## src/rtl/mem_pkg.sv

```systemverilog
// Shared types and defaults for the memory arbiter slice.
package mem_pkg;

  localparam int unsigned DefWidth = 16;
  localparam int unsigned DefDepth = 64;
  localparam int unsigned DefAddr  = $clog2(DefDepth);

  localparam logic WR = 1'b1;
  localparam logic RD = 1'b0;

  typedef enum logic [1:0] {
    StIdle = 2'd0,
    StBusy = 2'd1,
    StDone = 2'd2
  } state_e;

endpackage

```

## src/rtl/rr_pick2.sv

```systemverilog
// Combinational two-way round-robin selector; on a tie the requester that did
// not win last time is picked.
module rr_pick2 (
  input  logic [1:0] req_i,
  input  logic       last_grant_i,
  output logic       grant_valid_o,
  output logic       grant_idx_o
);

  always_comb begin
    grant_valid_o = |req_i;
    if (req_i == 2'b11) begin
      grant_idx_o = ~last_grant_i;
    end else begin
      grant_idx_o = req_i[1];
    end
  end

endmodule

```

## src/rtl/mem_arbiter.sv

```systemverilog
// Two-requester round-robin arbiter that sequences single transfers into a
// valid/ready memory port, with a bounded wait and per-requester error flag.
module mem_arbiter
  import mem_pkg::*;
#(
  parameter int unsigned WIDTH   = DefWidth,
  parameter int unsigned DEPTH   = DefDepth,
  parameter int unsigned ADDR    = $clog2(DEPTH),
  parameter int unsigned TIMEOUT = 16
) (
  input  logic             clk_i,
  input  logic             rst_i,
  input  logic             req0_valid_i,
  input  logic             req0_wr_rd_i,
  input  logic [ADDR-1:0]  req0_addr_i,
  input  logic [WIDTH-1:0] req0_wdata_i,
  output logic             req0_ready_o,
  output logic [WIDTH-1:0] req0_rdata_o,
  output logic             req0_err_o,
  input  logic             req1_valid_i,
  input  logic             req1_wr_rd_i,
  input  logic [ADDR-1:0]  req1_addr_i,
  input  logic [WIDTH-1:0] req1_wdata_i,
  output logic             req1_ready_o,
  output logic [WIDTH-1:0] req1_rdata_o,
  output logic             req1_err_o,
  output logic             mem_valid_o,
  output logic             mem_wr_rd_o,
  output logic [ADDR-1:0]  mem_addr_o,
  output logic [WIDTH-1:0] mem_wdata_o,
  input  logic [WIDTH-1:0] mem_rdata_i,
  input  logic             mem_ready_i
);

  localparam int unsigned CntW = $clog2(TIMEOUT + 1);

  state_e                  state_q;
  logic [CntW-1:0]         cnt_q;
  logic                    gnt_q;
  logic                    last_q;
  logic                    mem_valid_q;
  logic                    mem_wr_rd_q;
  logic [ADDR-1:0]         mem_addr_q;
  logic [WIDTH-1:0]        mem_wdata_q;
  logic [1:0]              rdy_q;
  logic [1:0]              err_q;
  logic [1:0][WIDTH-1:0]   rdata_q;

  logic pick_valid;
  logic pick_idx;

  rr_pick2 u_pick (
    .req_i         ({req1_valid_i, req0_valid_i}),
    .last_grant_i  (last_q),
    .grant_valid_o (pick_valid),
    .grant_idx_o   (pick_idx)
  );

  always_ff @(posedge clk_i or posedge rst_i) begin
    if (rst_i) begin
      state_q     <= StIdle;
      cnt_q       <= '0;
      gnt_q       <= 1'b0;
      last_q      <= 1'b1;
      mem_valid_q <= 1'b0;
      mem_wr_rd_q <= 1'b0;
      mem_addr_q  <= '0;
      mem_wdata_q <= '0;
      rdy_q       <= '0;
      err_q       <= '0;
      rdata_q     <= '0;
    end else begin
      unique case (state_q)
        StIdle: begin
          if (pick_valid) begin
            gnt_q       <= pick_idx;
            mem_valid_q <= 1'b1;
            mem_wr_rd_q <= pick_idx ? req1_wr_rd_i : req0_wr_rd_i;
            mem_addr_q  <= pick_idx ? req1_addr_i  : req0_addr_i;
            mem_wdata_q <= pick_idx ? req1_wdata_i : req0_wdata_i;
            cnt_q       <= '0;
            state_q     <= StBusy;
          end
        end
        StBusy: begin
          // A ready on the final allowed edge still counts as success.
          if (mem_ready_i) begin
            mem_valid_q   <= 1'b0;
            rdy_q[gnt_q]  <= 1'b1;
            err_q[gnt_q]  <= 1'b0;
            if (mem_wr_rd_q == RD) begin
              rdata_q[gnt_q] <= mem_rdata_i;
            end
            state_q <= StDone;
          end else if (cnt_q == CntW'(TIMEOUT - 1)) begin
            mem_valid_q  <= 1'b0;
            rdy_q[gnt_q] <= 1'b1;
            err_q[gnt_q] <= 1'b1;
            state_q      <= StDone;
          end else begin
            cnt_q <= cnt_q + CntW'(1);
          end
        end
        StDone: begin
          rdy_q   <= '0;
          err_q   <= '0;
          last_q  <= gnt_q;
          state_q <= StIdle;
        end
        default: state_q <= StIdle;
      endcase
    end
  end

  assign req0_ready_o = rdy_q[0];
  assign req1_ready_o = rdy_q[1];
  assign req0_err_o   = err_q[0];
  assign req1_err_o   = err_q[1];
  assign req0_rdata_o = rdata_q[0];
  assign req1_rdata_o = rdata_q[1];
  assign mem_valid_o  = mem_valid_q;
  assign mem_wr_rd_o  = mem_wr_rd_q;
  assign mem_addr_o   = mem_addr_q;
  assign mem_wdata_o  = mem_wdata_q;

endmodule

```

## config.mk

```make
export PLATFORM = sky130hd
export DESIGN_NAME = mem_arbiter
export DESIGN_NICKNAME = d
export VERILOG_FILES = /design/src/rtl/mem_pkg.sv /design/src/rtl/rr_pick2.sv /design/src/rtl/mem_arbiter.sv
export SDC_FILE = /design/constraint.sdc
export NUM_CORES = 1
export LEC_CHECK = 0
export ABC_AREA = 1
export ABC_CLOCK_PERIOD_IN_PS = 2700
export CAP_MARGIN = 20
export CORE_MARGIN = 2
export CORE_UTILIZATION = 44
export CTS_CLUSTER_SIZE = 8
export DETAILED_ROUTE_END_ITERATION = 6
export PLACE_DENSITY = 0.8
export SETUP_SLACK_MARGIN = 0.4
export SYNTH_ARGS = -nofsm -noshare
export SYNTH_HDL_FRONTEND = slang
export SYNTH_SLANG_ARGS = --single-unit
```

## constraint.sdc

```tcl
create_clock -name clk_i -period 2.7 [get_ports clk_i]
set_input_delay 0.405 -clock clk_i [delete_from_list [all_inputs] [get_ports clk_i]]
set_output_delay 0.405 -clock clk_i [all_outputs]
set_load 0.01 [all_outputs]
```

==> flow_metrics.py, run 1 <==
metrics = {
    "logic_synthesis": {
        "synth_top_area_share_pct": 50.7,
        "synth_cell_types": 20,
        "yosys_warnings": 0,
        "synthTopCellsByArea": "dfrtp_1 (51%), nand2_1 (18%), nand3_1 (13%)",
        "avgSynthCellArea_um2": 7.78,
        "yosysSeqAreaShare_pct": 51.5,
        "synth_top_area_cell": "dfrtp_1",
        "netlist_instances": 431,
        "syn-num-nets": 500,
        "ys_ff_latch": 69,
        "synth_area_um2": 3350,
    },
    "grt": {
        "grt_use_total_pct": 20.4,
        "grt_pass1_wl_um": 13700,
        "antenna_found_initial": 0,
        "grt_max_degree": 46,
        "overflow": 0,
        "grt_pass1_vias": 3026,
    },
    "timing": {
        "worst_hold_slack_ns": 0.442,
        "layout_setup_ws_ns": 0.935,
        "tns_ns": 0,
        "worst_pin_slew_ns": 0.619,
        "slew_headroom_pct": 58.7,
        "hold_violations": 0,
        "rsz0062_at_grt": "false",
        "fmax_mhz": 567,
        "fin_skew_ns": 0.00604,
        "setup_violations": 0,
        "min_period_ns": 1.76,
        "fin_crit_sh_pct": 65.4,
        "slew_violations": 0,
    },
    "clock_tree": {
        "cts_buffers": 9,
        "hold_buffers": 0,
        "post_cts_resized": 0,
        "cts_root_buf": "clkbuf_8",
        "max-clock-path-buffers": 2,
        "cts_sinks": 69,
        "clkTransAtPathRegs_ns": 0.07,
        "cts_tree": "done",
        "htree_levels": 3,
        "cts_setup_buffers": 0,
        "clk-insertion-delay-late_ns": 0.33,
    },
    "floorplan": {
        "die_x_um": 91.3,
        "core_um2": 7330,
        "die_h_um": 91.3,
        "dieArea_um2": 8340,
        "rows": 31,
        "start_util_pct": 45.8,
        "boundaryPins": 127,
    },
    "power_and_ir_drop": {
        "power.share.sequential_pct": 35.5,
        "swShare_pct": 35.8,
        "powerDensity_nw_per_um2": 1030,
        "total_power_mw": 5.07,
        "combPwrFrac_pct": 45.1,
        "power.switching_mw": 1.81,
        "p_leak_nw": 2.53,
        "ir_drop_v": 0.000396,
        "clockPowerShare_pct": 19.4,
        "p_int_mw": 3.26,
    },
    "route": {
        "drt_iter0_drc": 176,
        "wl_per_cell_um": 12.3,
        "viasPerCell": 4.75,
        "drt-total-wl_um": 8120,
        "drtAntennaViolNets": 0,
        "first_pass_iters": 4,
        "vias": 3127,
        "post-route-drc-count": 0,
    },
    "cells_and_area": {
        "areaGrowthSynthToFinish_pct": 46.3,
        "fill_cells": 593,
        "utilization_pct": 66.9,
        "layoutNonFillerInstCount": 659,
        "final_layout_size_suffix_gt1_share_pct": 6.43,
        "postLayoutCellArea_um2": 4910,
        "finalNetCount": 624,
        "antenna_cells": 0,
    },
    "setup_path": {
        "required_ns": 2.30,
        "slowest_stage": "clkdlybuf4s50_1",
        "cp.depth": 1,
        "worstSetupPathType": "register to primary output",
        "critical-path-max-stage-delay_ns": 0.58,
        "r2r_slack_ns": 1.07,
        "rr_worst_depth": 9,
        "start_kind": "register",
        "worstPathArrival_ns": 1.36,
        "worstSetupEndpointType": "primary output",
        "crit_chain": "clkdlybuf4s50_1",
        "cp_max_fo": 4,
        "cpLargestDelayFamily": "buffers and inverters",
        "critPathBufInv": 1,
    },
    "place": {
        "dp.cells": 643,
        "dpl-instance-area_um2": 4670,
        "gp_congestion": 0.801,
        "dp_hpwl_um": 5980,
        "port_buffers": 126,
        "dp_slack_ns": 0.640,
    },
    "status": {
        "outcome": "finished, final reports clean",
    },
    "min_path": {
        "hold_path.class": "input port to async pin",
    },
    "run": {
        "maxCapViolCount": 0,
    },
}
## cell type report
cell class	count	area, µm²	share of cell area (%)
clock buffer	10	128	2.60
sequential	69	1730	35.2
tap	99	124	2.52
inverter	60	225	4.59
timing repair buffer	134	1330	27.2
multi-input combinational	281	1260	25.6
clock inverter	6	111	2.27
## synthesized netlist by cell type
cell type  count
o21ai_0        2
nand2_1      165
nor2_1        10
buf_4          5
o21ai_1        1
buf_2          7
inv_2          2
nor2_4         4
nand3_1       89
nand2_2        2
nand4_1        1
or2_2          1
dfstp_2        1
dfrtp_1       68
clkbuf_1       4
inv_1         58
nand3_4        2
a21oi_1        2
buf_6          5
ha_1           2
## routing by layer
layer | track usage (%) | routed length [µm] | up-vias
li1 | - | - | 1576
met1 | 26.7 | 3570 | 1407
met2 | 33.0 | 3790 | 138
met3 | 4.98 | 675 | 6
met4 | 7.32 | 81 | 0
met5 | 0 | 0 | -
## placed cells by master (no fill, tap or decap)
master	count
nand4_1	1
clkinvlp_4	1
clkdlybuf4s50_1	126
or2_2	1
nand2_1	165
clkinv_2	1
ha_1	2
nand3_4	2
a21oi_1	2
bufinv_16	3
buf_12	1
nor2_4	4
o21ai_0	2
dfrtp_1	68
clkbuf_1	1
buf_4	7
inv_2	3
o21ai_1	1
clkbuf_8	9
nand3_1	89
inv_1	57
nand2_2	2
clkinv_4	1
nor2_1	10
dfstp_2	1
## power by group through the flow
stage / Clock [mW] / Combinational [mW] / Sequential [mW]
detailed placement: 0 / 2.31 / 1.80
floorplan: 0 / 0.976 / 1.97
global placement: 0 / 2.26 / 1.79
global route: 1.05 / 2.52 / 1.86
finish: 0.982 / 2.29 / 1.80
CTS: 1.01 / 2.32 / 1.80
## registers in the layout, indices dropped and copies added, names as in the netlist
name / cells
last_q: 1
state_q: 2
rdy_q: 2
cnt_q: 5
mem_addr_o: 6
mem_valid_o: 1
gnt_q: 1
req1_rdata_o: 16
mem_wr_rd_o: 1
err_q: 2
mem_wdata_o: 16
req0_rdata_o: 16
## path summary, 6_finish.rpt
kind | start | end
min | rst_i | mem_wdata_o[7]
max in group asynchronous | rst_i | last_q
min reg2reg | req0_rdata_o[14] | req0_rdata_o[14]
max | mem_wr_rd_o | mem_wr_rd_o
max reg2reg | cnt_q[0] | cnt_q[4]
min in group clk_i | req0_rdata_o[14] | req0_rdata_o[14]
## cell families (layout without fill, tap and decap cells)
| family | Yosys count | in the layout | synth area share, % |
|---|---|---|---|
| compound gates | 5 | 5 | 0.746 |
| flops | 69 | 69 | 51.5 |
| simple gates | 274 | 274 | 36.0 |
| fa+ha+maj | 2 | 2 | 0.746 |
| buf+inv | 81 | 210 | 11.0 |
## worst register-to-register path, cell delays in order (launching register included)
cell	delay (ns)
dfrtp_1	0.43
ha_1	0.24
nand2_1	0.09
nor2_1	0.05
ha_1	0.18
nor2_1	0.21
nand2_2	0.14
nand2_1	0.13
nand2_1	0.06
nand2_1	0.06
No activity file was read; power rests on OpenSTA's default activity.
==> run 2: changes to the inputs <==
--- a/config.mk
+++ b/config.mk
@@ -6,7 +6,7 @@
 export NUM_CORES = 1
 export LEC_CHECK = 0
 export ABC_AREA = 1
-export ABC_CLOCK_PERIOD_IN_PS = 2700
+export ABC_CLOCK_PERIOD_IN_PS = 1800
 export CAP_MARGIN = 20
 export CORE_MARGIN = 2
 export CORE_UTILIZATION = 44
==> constraint.sdc (replaced) <==
create_clock -name clk_i -period 1.8 [get_ports clk_i]
set_input_delay 0.27 -clock clk_i [delete_from_list [all_inputs] [get_ports clk_i]]
set_output_delay 0.27 -clock clk_i [all_outputs]
set_load 0.01 [all_outputs]
==> flow_metrics.py, run 2 (synthesis gave the netlist of run 1 again) <==
metrics = {
    "status": {
        "outcome": "finished, final reports clean",
    },
    "clock_tree": {
        "htree_levels": 3,
        "cts_root_buf": "clkbuf_8",
        "cts_sinks": 69,
        "clk-insertion-delay-late_ns": 0.33,
        "max-clock-path-buffers": 2,
        "hold_buffers": 0,
        "cts_buffers": 9,
        "cts_tree": "done",
        "clkTransAtPathRegs_ns": 0.07,
    },
    "timing": {
        "fin_skew_ns": 0.00820,
        "setup_violations": 0,
        "min_period_ns": 1.46,
        "slew_violations": 0,
        "fmax_mhz": 686,
        "worst_pin_slew_ns": 0.429,
        "layout_setup_ws_ns": 0.343,
        "fin_crit_sh_pct": 81.0,
        "rsz0062_at_grt": "true",
        "tns_ns": 0,
        "hold_violations": 0,
        "slew_headroom_pct": 71.4,
        "worst_hold_slack_ns": 0.316,
    },
    "grt": {
        "grt_use_total_pct": 22.0,
        "grt_pass1_wl_um": 14800,
        "overflow": 0,
        "antenna_found_initial": 0,
        "grt_max_degree": 33,
        "grt_pass1_vias": 3220,
    },
    "floorplan": {
        "die_h_um": 91.3,
        "start_util_pct": 45.8,
        "core_um2": 7330,
        "dieArea_um2": 8340,
        "boundaryPins": 127,
        "die_x_um": 91.3,
        "rows": 31,
    },
    "cells_and_area": {
        "areaGrowthSynthToFinish_pct": 50.8,
        "final_layout_size_suffix_gt1_share_pct": 12.0,
        "finalNetCount": 638,
        "fill_cells": 590,
        "layout_commonest_cell": "nand2_1",
        "antenna_cells": 0,
        "layoutNonFillerInstCount": 673,
        "final_cell_mix": "nand2_1 (158), nand3_1 (86), dfrtp_1 (67)",
        "utilization_pct": 69.0,
        "postLayoutCellArea_um2": 5060,
    },
    "setup_path": {
        "crit_chain": "ha_2, nand2_2, nor2_4, ha_4, nor2_4, buf_6, nor2_4, nand3_1, nand2_1",
        "worstSetupPathType": "register to register",
        "worstSetupEndpointType": "register",
        "critPathBufInv": 1,
        "required_ns": 2.02,
        "worstPathArrival_ns": 1.68,
        "cp_max_fo": 3,
        "crit_top_cell": "nor2_4",
        "cpLargestDelayFamily": "simple AND/OR/NAND/NOR gates",
        "start_kind": "register",
        "slowest_stage": "dfrtp_1",
        "critical-path-max-stage-delay_ns": 0.40,
    },
    "route": {
        "wl_met2_um": 4310,
        "drtAntennaViolNets": 0,
        "wl_per_cell_um": 13.6,
        "viasPerCell": 4.95,
        "route.met3.wl_um": 772,
        "first_pass_iters": 4,
        "vias": 3328,
        "wl_met1_um": 3950,
        "drt-total-wl_um": 9160,
        "post-route-drc-count": 0,
        "routed.top_layer": "met4",
        "drt_iter0_drc": 108,
    },
    "place": {
        "port_buffers": 126,
        "dp_hpwl_um": 6360,
        "dpl-instance-area_um2": 4720,
        "dp.cells": 646,
        "gp_congestion": 0.795,
        "dp_slack_ns": 0.151,
    },
    "run": {
        "maxCapViolCount": 0,
    },
    "power_and_ir_drop": {
        "total_power_mw": 7.39,
        "p_leak_nw": 2.76,
        "powerDensity_nw_per_um2": 1460,
        "ir_drop_v": 0.000627,
    },
    "min_path": {
        "hold_path.class": "input port to async pin",
    },
}
-- run 2: cell types whose count changed in the layout (fill, tap and decap cells not counted), moves of 2 or more --
cell and delta:
nand3_2 +3, nand3_1 -3, nor2_1 -3, ha_1 -2, buf_12 +2, buf_4 +9
nor2_4 +4, nand2_2 +3, dlygate4sd2_1 +60, clkdlybuf4s50_1 -60, nand2_4 +4, nand2_1 -7
buf_6 +2
-- run 2: worst paths after layout --
| path | depth (start not counted) | startpoint | endpoint | slack [ns] |
|---|---|---|---|---|
| worst max register to register | 9 | cnt_q[0] | err_q[0] | 0.34 |
| worst max-delay path | 9 | cnt_q[0] | err_q[0] | 0.34 |
| min in group clk_i | 2 | req0_rdata_o[6] | req0_rdata_o[6] | 0.47 |
| max in group asynchronous | 3 | rst_i | last_q | 0.96 |
| worst min-delay path | 2 | rst_i | req0_rdata_o[14] | 0.32 |
| worst min register to register | 2 | req0_rdata_o[6] | req0_rdata_o[6] | 0.47 |
-- run 2: report_power, final --
part / internal [mW] / switching (mW)
combinational: 1.43 / 1.88
clock: 0.815 / 0.570
sequential: 2.26 / 0.438
total: 4.50 / 2.89
-- run 2: layout make-up --
cell class                 count  area, µm²  area share, %
multi-input combinational    282       1360           26.9
clock inverter                 6       86.3           1.71
clock buffer                  10        138           2.72
timing repair buffer         147       1390           27.5
sequential                    69       1730           34.2
tap                           99        124           2.45
inverter                      60        229           4.53
-- run 2: worst reg2reg max path, cell delays in order, from the launching register on --
cell     delay (ns)
dfrtp_1        0.40
ha_2           0.20
nand2_2        0.10
nor2_4         0.05
ha_4           0.16
nor2_4         0.14
buf_6          0.12
nor2_4         0.03
nand3_1        0.07
nand2_1        0.06
-- run 2: per-layer routing --
metal	up-vias	global-route usage (%)
met3	14	5.48
met4	0	7.45
met2	174	36.2
met1	1540	28.6
li1	1600	-
met5	-	0
-- run 2: repair_timing --
item,4_1_cts,5_1_grt
gates cloned,0,1
hold endpoints to repair,0,0
buffers inserted,3,7
resized for setup,71,18
pin swaps,3,10
setup endpoints to repair,71,34
==> run 3: changes to the inputs <==
--- a/config.mk
+++ b/config.mk
@@ -6,7 +6,7 @@
 export NUM_CORES = 1
 export LEC_CHECK = 0
 export ABC_AREA = 1
-export ABC_CLOCK_PERIOD_IN_PS = 1800
+export ABC_CLOCK_PERIOD_IN_PS = 1400
 export CAP_MARGIN = 20
 export CORE_MARGIN = 2
 export CORE_UTILIZATION = 44
==> constraint.sdc (replaced) <==
create_clock -name clk_i -period 1.4 [get_ports clk_i]
set_input_delay 0.21 -clock clk_i [delete_from_list [all_inputs] [get_ports clk_i]]
set_output_delay 0.21 -clock clk_i [all_outputs]
set_load 0.01 [all_outputs]
==> flow_metrics.py, run 3 (synthesis gave the netlist of run 1 again) <==
metrics = {
    "clock_tree": {
        "cts_root_buf": "clkbuf_8",
        "cts_tree": "done",
        "cts_buffers": 9,
        "cts_sinks": 69,
        "max-clock-path-buffers": 2,
        "clk-insertion-delay-late_ns": 0.36,
        "clkTransAtPathRegs_ns": 0.10,
        "htree_levels": 3,
    },
    "floorplan": {
        "die_h_um": 91.3,
        "core_um2": 7330,
        "boundaryPins": 127,
        "dieArea_um2": 8340,
        "start_util_pct": 45.8,
        "rows": 31,
        "die_x_um": 91.3,
    },
    "timing": {
        "setup_violations": 7,
        "fmax_mhz": 680,
        "worst_pin_slew_ns": 0.333,
        "fin_crit_sh_pct": 105,
        "fin_skew_ns": 0.0236,
        "hold_violations": 0,
        "min_period_ns": 1.47,
        "rsz0062_at_grt": "true",
        "slew_violations": 0,
        "layout_setup_ws_ns": -0.0708,
        "slew_headroom_pct": 77.8,
    },
    "cells_and_area": {
        "layoutNonFillerInstCount": 766,
        "multi_input_area_um2": 2140,
        "antenna_cells": 0,
        "final_layout_size_suffix_gt1_share_pct": 50.1,
        "finalNetCount": 731,
        "fill_cells": 289,
        "layout_commonest_cell": "nand2_1",
        "final_cell_mix": "nand2_1 (117), buf_4 (76), dfrtp_1 (65), clkdlybuf4s50_1 (65)",
        "seqCellArea_um2": 1730,
        "areaGrowthSynthToFinish_pct": 95.7,
    },
    "power_and_ir_drop": {
        "total_power_mw": 13.4,
        "p_leak_nw": 3.37,
        "ir_drop_v": 0.00103,
        "powerDensity_nw_per_um2": 2040,
    },
    "min_path": {
        "hold_path.class": "input port to async pin",
    },
    "grt": {
        "grt_pass1_vias": 4206,
        "overflow": 0,
        "grt_use_total_pct": 31.5,
        "antenna_found_initial": 0,
        "grt_max_degree": 39,
        "grt_pass1_wl_um": 20600,
    },
    "setup_path": {
        "slowest_stage": "dfrtp_1",
        "required_ns": 1.67,
        "cpLargestDelayFamily": "simple AND/OR/NAND/NOR gates",
        "crit_chain": "ha_4, nand2_4, nor2_4, ha_4, inv_2, nand2_4, nor2_1, nand2_1, nand2_1",
        "critPathBufInv": 1,
        "worstSetupPathType": "register to register",
        "cp_max_fo": 2,
        "start_kind": "register",
        "worstSetupEndpointType": "register",
        "worstPathArrival_ns": 1.75,
        "critical-path-max-stage-delay_ns": 0.42,
    },
    "place": {
        "dp_hpwl_um": 6600,
        "dp.cells": 654,
        "port_buffers": 126,
        "dp_slack_ns": -0.182,
        "gp_congestion": 0.771,
    },
    "run": {
        "maxCapViolCount": 0,
    },
    "route": {
        "drt_iter0_drc": 247,
        "drt-total-wl_um": 16100,
        "post-route-drc-count": 0,
        "viasPerCell": 5.56,
        "drtAntennaViolNets": 0,
        "first_pass_iters": 5,
        "wl_per_cell_um": 21.1,
        "vias": 4256,
    },
    "status": {
        "outcome": "complete, but fails checks",
        "violations": "setup timing",
    },
}
==> run 3: changes by cell type in the layout (fill, tap and decap cells not counted), sizes merged, moves of 2 or more <==
cell         change
nand3            +2
clkbuf           +2
dlygate4sd2     -59
buf            +147
nand2            +3
==> run 3: worst paths after layout <==
check	start	slack [ns]	to	cells after the start
worst max-delay path	cnt_q[0]	-0.07	cnt_q[0]	9
worst min-delay path	rst_i	0.29	mem_addr_o[0]	3
worst max register to register	cnt_q[0]	-0.07	cnt_q[0]	9
worst min register to register	mem_wdata_o[10]	0.50	mem_wdata_o[10]	2
max in group asynchronous	rst_i	0.87	last_q	3
min in group clk_i	mem_rdata_i[4]	0.50	req0_rdata_o[4]	3
==> run 3: final cells by class <==
class / instances / area share [%]
Clock buffer: 11 / 2.31
Clock inverter: 5 / 0.896
Inverter: 60 / 3.56
Multi-Input combinational cell: 287 / 32.6
Sequential cell: 69 / 26.4
Tap cell: 99 / 1.89
Timing Repair Buffer: 235 / 32.4
==> run 3: power by group <==
part,internal [mW],switching (mW)
Combinational,3.78,4.14
Sequential,2.91,0.755
Clock,0.922,0.884
==> run 3: what timing repair did <==
item	in CTS	in global routing
buffers inserted	50	33
resized for setup	345	103
pin swaps	48	64
cloned	12	1
hold buffers	0	0
setup endpoints to repair	129	129
==> run 3: per-layer routing <==
metal  part of all wire (%)  vias to the layer above  routed length, µm  GRT usage (%)
met2                     51                      337               8300           57.3
met5                      0                        -                  0              0
li1                       -                     1805                  -              -
met4                    7.3                        0               1170           16.3
met3                    7.4                       97               1200           5.48
met1                     34                     2017               5470           35.0
==> run 3: stage by stage <==
stage	hold slack, ns	area, µm²	TNS [ns]	utilization (%)
final	0.294	6560	-0.274	89.5
after global routing	0.306	6560	-0.518	89.5
after CTS	0.308	5830	0	79.5
after detailed placement	0.459	4880	-6.13	66.6
after global placement	0.452	4880	-3.85	66.6
after floorplan	0.335	3490	0	-
==> run 3: worst min-delay path, stage by stage <==
cell,delay [ns]
clkdlybuf4s50_1,0.44
clkinvlp_4,0.14
buf_12,0.21
